==> src/rtl/pc_updater_pkg.sv <==
// Shared constants for the fetch-path PC logic: branch condition codes and PC step.
package pc_updater_pkg;

    localparam logic [2:0] COND_NEQ    = 3'b000;
    localparam logic [2:0] COND_EQ     = 3'b001;
    localparam logic [2:0] COND_GT     = 3'b010;
    localparam logic [2:0] COND_LT     = 3'b011;
    localparam logic [2:0] COND_GTE    = 3'b100;
    localparam logic [2:0] COND_LTE    = 3'b101;
    localparam logic [2:0] COND_OVFL   = 3'b110;
    localparam logic [2:0] COND_UNCOND = 3'b111;

    localparam logic [15:0] PC_INC = 16'd2;

endpackage

==> src/rtl/branch_cond_eval.sv <==
// Combinational evaluation of a 3-bit branch condition against the Z/N/V flags.
module branch_cond_eval
    import pc_updater_pkg::*;
(
    input  logic [2:0] cond,
    input  logic       Z,
    input  logic       N,
    input  logic       V,
    output logic       cond_true
);

    // Each arm reads only the flags it needs, so UNCOND never sees unknown flags.
    always_comb begin
        cond_true = 1'b0;
        case (cond)
            COND_NEQ:    cond_true = !Z;
            COND_EQ:     cond_true = Z;
            COND_GT:     cond_true = !Z && !N;
            COND_LT:     cond_true = N;
            COND_GTE:    cond_true = Z || (!Z && !N);
            COND_LTE:    cond_true = N || Z;
            COND_OVFL:   cond_true = V;
            COND_UNCOND: cond_true = 1'b1;
            default:     cond_true = 1'b0;
        endcase
    end

endmodule

==> src/rtl/pc_updater.sv <==
// Program-counter register with next-PC selection: +2 increment or branch target.
module pc_updater
    import pc_updater_pkg::*;
(
    input  logic        clk,
    input  logic        rst,
    input  logic [15:0] InAddr,
    input  logic        branch,
    input  logic [2:0]  cond,
    input  logic        Z,
    input  logic        N,
    input  logic        V,
    output logic [15:0] OutAddr
);

    logic        cond_true;
    logic        taken;
    logic [15:0] pc;
    logic [15:0] pc_plus;
    logic [15:0] next_pc;

    branch_cond_eval u_cond (
        .cond      (cond),
        .Z         (Z),
        .N         (N),
        .V         (V),
        .cond_true (cond_true)
    );

    // Branch gates the condition so a non-branch instruction never depends on flags.
    assign taken   = branch ? cond_true : 1'b0;
    assign pc_plus = pc + PC_INC;
    assign next_pc = taken ? InAddr : pc_plus;

    always_ff @(posedge clk) begin
        if (rst) begin
            pc <= 16'h0000;
        end else begin
            pc <= next_pc;
        end
    end

    assign OutAddr = pc;

endmodule

==> config.mk <==
export PLATFORM = sky130hd
export DESIGN_NAME = pc_updater
export DESIGN_NICKNAME = d
export VERILOG_FILES = /design/src/rtl/pc_updater_pkg.sv /design/src/rtl/branch_cond_eval.sv /design/src/rtl/pc_updater.sv
export SDC_FILE = /design/constraint.sdc
export NUM_CORES = 1
export LEC_CHECK = 0
export BUFFER_PORTS_ARGS = -buffer_cell sky130_fd_sc_hd__buf_2
export CORE_UTILIZATION = 42
export CTS_CLUSTER_DIAMETER = 150
export DETAILED_ROUTE_END_ITERATION = 16
export HOLD_SLACK_MARGIN = 0.03
export MAX_ROUTING_LAYER = met4
export PLACE_DENSITY = 0.76
export REMOVE_ABC_BUFFERS = 1
export SLEW_MARGIN = 20
export SYNTH_ARGS = -nofsm -noshare
export SYNTH_HDL_FRONTEND = slang
export SYNTH_SLANG_ARGS = --single-unit
==> constraint.sdc <==
create_clock -name clk -period 1.6 [get_ports clk]
set_input_delay 0.32 -clock clk [delete_from_list [all_inputs] [get_ports clk]]
set_output_delay 0.32 -clock clk [all_outputs]
set_load 0.005 [all_outputs]
; ---- Word level (Yosys, flattened, before mapping)
; Index checks and enable logic that the tools add are counted.
[totals]
reg_bits = 16
inputBits = 25
wordCells = 18
[op_classes]
n_addsub = 1
n_eq_ne = 7
muxes = 3
reduce_logical = 6
[ops]
columns = operator, n
row1 = 16-bit by 2-bit adder with 16-bit output (second input constant), 1
row2 = 16-bit 2-to-1 mux, 1
row3 = 3-bit equality test (second input constant), 4
row4 = 1-bit one-hot mux with 8 select lines, 1
row5 = 3-bit by 2-bit equality test with 1-bit output (second input constant), 2
row6 = 3-bit by 1-bit equality test with 1-bit output (second input constant), 1
row7 = 3-bit logical NOT, 1
row8 = 1-bit logical NOT, 2
row9 = 1-bit logical OR, 2
row10 = 1-bit logical AND, 1
row11 = 1-bit 2-to-1 mux, 1

; ---- Depth between registers and ports, before layout
[depth]
depth_word = 6
mapped_depth = 5
depth_no_buf = 5

; ---- Modules after synthesis
; From an unflattened synthesis, not the netlist that was laid out.
[unflattened]
hier_cells = 102
area_unflattened_um2 = 898.4
[modules_own_cells]
columns = mod, n_inst, cells_each, area_each_um2, seq_area_each_um2
row1 = pc_updater, 1, 91, 822.0, 320.3
row2 = branch_cond_eval, 1, 11, 76.3, 0.0

; ---- Least setup slack after synthesis
; No wires, ideal clock.
[synth_timing]
kind = input-to-reg
from = input cond[1]
to = register pc[1] (netlist: OutAddr[1])
arrival_ps = 1431
required_ps = 1479
setup_slack_ps = 49
stages = 4
n_path_buf = 0
path_cell_list = mux2_4 a211o_2 nand3_1 mux2_2
[synth_via]
elab_chain_cells = 4
elab_cells_between_ends = 11
cone_classes = 7 x eq/ne / 3 x mux / 1 x reduce/logical
[synth_rtl]
columns = item, line
row1 = "start, declared", pc_updater.sv:9  ; input logic [2:0] cond,
row2 = 3-bit equality test (tied with other cells), branch_cond_eval.sv:15  ; case (cond)
row3 = 1-bit one-hot mux with 8 select lines (*), branch_cond_eval.sv:15
row4 = 1-bit 2-to-1 mux (*), pc_updater.sv:31  ; assign taken = branch ? cond_true : 1'b0;
row5 = 16-bit 2-to-1 mux (*), pc_updater.sv:33  ; assign next_pc = taken ? InAddr : pc_plus;
row6 = "end signal, assigned", pc_updater.sv:39  ; pc <= next_pc;
row7 = "end, declared", pc_updater.sv:18  ; logic [15:0] pc;
; Every way passes the cells marked *; elsewhere a longest branch is shown, timed or not.
; A chain may end at the register's enable or synchronous reset.

; ---- Worst setup path after layout
[layout_timing]
from = register pc[12] (netlist: OutAddr[12])
to = register pc[15] (netlist: OutAddr[15])
[layout_via]
elab_chain_cells = 2
[layout_rtl]
columns = item, line
row1 = 16-bit by 2-bit adder with 16-bit output, pc_updater.sv:32  ; assign pc_plus = pc + PC_INC;
row2 = 16-bit 2-to-1 mux, pc_updater.sv:33
; Every way passes these cells.

==> metrics.cfg <==
[routing]
routed_wl_um=2540
avgViaCountPerCell=5.67
wl_met2_um=1210
wire_per_inst_um=13.2
num_vias=1095
drt_first_iter_violations=18
drtPass1Iterations=4
top_layer=met4
ant_nets=0
met3_length_um=164
drc=0
met1_length_um=1130

[setup_path]
crit_path_end=OutAddr[15]$_SDFF_PP0_
startpoint=OutAddr[12]$_SDFF_PP0_
path_max_fanout=3
end_kind=flop
worst_setup_path_start_kind=flop
r2r_cells=4
rrSetupSlack_ns=0.12
cp_data_arrival_time_ns=1.71
path_class=reg -> reg
worst_ep_required_time_ns=1.83
r2r-end=OutAddr[15]$_SDFF_PP0_
r2r-start=OutAddr[12]$_SDFF_PP0_

[synth]
synth_seq_cells=16
yosysUniqueCellTypes=32
yosys_warnings=0
ys_seq_area_share_pct=33.8
yosys_most_used_dff=dfxtp_1
async_flop_share_pct=0
avgSynthCellArea_um2=8.53
synthCells=111
synth_edf_count=0
synth_area_um2=947

[die]
ioPinCount=41
rows=16
fp.dieH_um=49.5
die_w_um=49.5
die_area_um2=2450
core_um2=2040
start_util_pct=46.4

[layout]
layout-drive-gt1-share_pct=44.0
register_area_um2=323
fin_util_pct=65.5
n_fill_cell=176
stdcell_count=193
multi_input_area_um2=606
n_antenna_cell=0
largest_reg_flops=16
final_nets=193
syn_to_final_growth_pct=41.2

[placement]
pre_cts_slack_ns=-0.0768
place_inst=187
place_hpwl_um=1910
io_buffers=40
place.gp.congestion=0.836

[clocking]
clk_pin_slew_worst_paths_ns=0.10
cts_sinks=16
clk_latency_ns=0.29
cts_tree=done
cts_htree_levels=1
max-clock-path-buffers=2
clockRootBuffer=clkbuf_4
cts_buffers=3
cts_hold_buf=0

[global_routing]
grt_antenna_before_repair=0
gr-total-overflow=0
grt_use_total_pct=22.6
grt_pass1_vias=977
grt_max_degree=18
grt_pass1_wl_um=4210

[sta]
finalMaxSlewViolations=0
max_freq_ghz=0.677
setup_ws_ns=0.123
post-route-period-util_pct=92.3
fin_worst_skew_ns=0.00553
grt_setup_unrepaired=false
finalHoldViolCount=0
worst_slew_pin_slew_ns=0.393
setup_violations=0
fin_setup_tns_ns=0
layout_min_cycle_time_ns=1.48
slew_headroom_pct=73.8

[power_and_ir_drop]
p_per_area_nw_per_um2=764
finalPower_uw=1020
ir_drop_mv=0.403
leakage_uw=0.000542

[status]
outcome=finished, final reports clean

[flow_run]
max-cap-violations=0

[min_path]
hold_path_class=in -> reg
hold_start=InAddr[2]

==> power by group <==
group	internal (µW)	switching, µW	leakage [µW]
Combinational	142	126	0.000388
Sequential	438	37.4	0.000133
Clock	139	140	0.0000210
==> layout by cell type, fill, tap and decap left out, drive strengths merged, types with 3 or more instances in the layout <==
master / Yosys / routed
nor3: 4 / 4
nand2: 5 / 5
o31ai: 3 / 3
buf: 3 / 57
nor2: 11 / 11
nand3: 6 / 6
clkbuf: 3 / 4
dfxtp: 16 / 16
inv: 3 / 3
xnor2: 10 / 10
nand4: 6 / 6
a221oi: 5 / 5
a211oi: 10 / 10
nor4: 8 / 8
==> cell families (layout without fill, tap and decap cells) <==
group | Yosys count | count (layout) | share of synthesized area [%]
compound gates | 24 | 24 | 20.2
xor+xnor | 12 | 12 | 11.1
fa+ha+maj | 1 | 1 | 1.32
buf+inv | 9 | 64 | 4.49
flops | 16 | 16 | 33.8
mux | 2 | 2 | 2.77
simple gates | 47 | 47 | 26.3
==> per-layer routing <==
layer | vias up | global-route usage [%]
met5 | - | -
met4 | 0 | 8.57
met3 | 4 | 1.85
met2 | 49 | 39.0
met1 | 502 | 27.3
li1 | 540 | -
==> how the worst min path moves through the flow <==
stage	to	slack [ns]	cells after the start
floorplan	OutAddr[0]$_SDFFE_PP0P_	0.39	1
global placement	OutAddr[0]$_SDFFE_PP0P_	0.46	2
detailed placement	OutAddr[0]$_SDFFE_PP0P_	0.47	2
CTS	OutAddr[2]$_SDFF_PP0_	0.28	3
global route	OutAddr[2]$_SDFF_PP0_	0.31	3
finish	OutAddr[2]$_SDFF_PP0_	0.29	3
==> critical path: stages, from the launching register on <==
cell	delay, ns
dfxtp_1	0.37
nand4_1	0.16
or2_2	0.33
or4_1	0.39
a31oi_1	0.16
==> through the flow <==
stage | hold slack, ns | cell area, µm²
floorplan | 0.389 | 916
global placement | 0.460 | 1260
detailed placement | 0.466 | 1260
CTS | 0.283 | 1300
global route | 0.310 | 1340
finish | 0.289 | 1340
==> cell type report <==
| class | count | area share (%) |
|---|---|---|
| clock buffer | 4 | 2.71 |
| inverter | 3 | 0.842 |
| multi-input combinational | 86 | 45.3 |
| sequential | 16 | 24.1 |
| tap | 27 | 2.53 |
| timing repair buffer | 57 | 24.5 |
==> repair_timing <==
action / CTS / global route
buffers inserted: 0 / 2
endpoints found under the setup margin: 0 / 3
resized for setup: 0 / 6
hold endpoints to repair: 0 / 0
==> cell usage after synthesis, types with 2 or more instances <==
master     n  area, µm²
clkbuf_1   3       11.3
a211o_2    2       20.0
nand3_1    6       30.0
a221oi_1   5       43.8
nor2_1    11       41.3
a211oi_1   9       67.6
nor4_1     8       50.1
a21oi_1    2       10.0
xor2_1     2       17.5
xnor2_1   10       87.6
nor3_1     4       20.0
nand2_1    5       18.8
nand4_1    6       37.5
o31ai_1    3       22.5
dfxtp_1   16        320
inv_1      3       11.3
(Power assumes the default switching activity.)
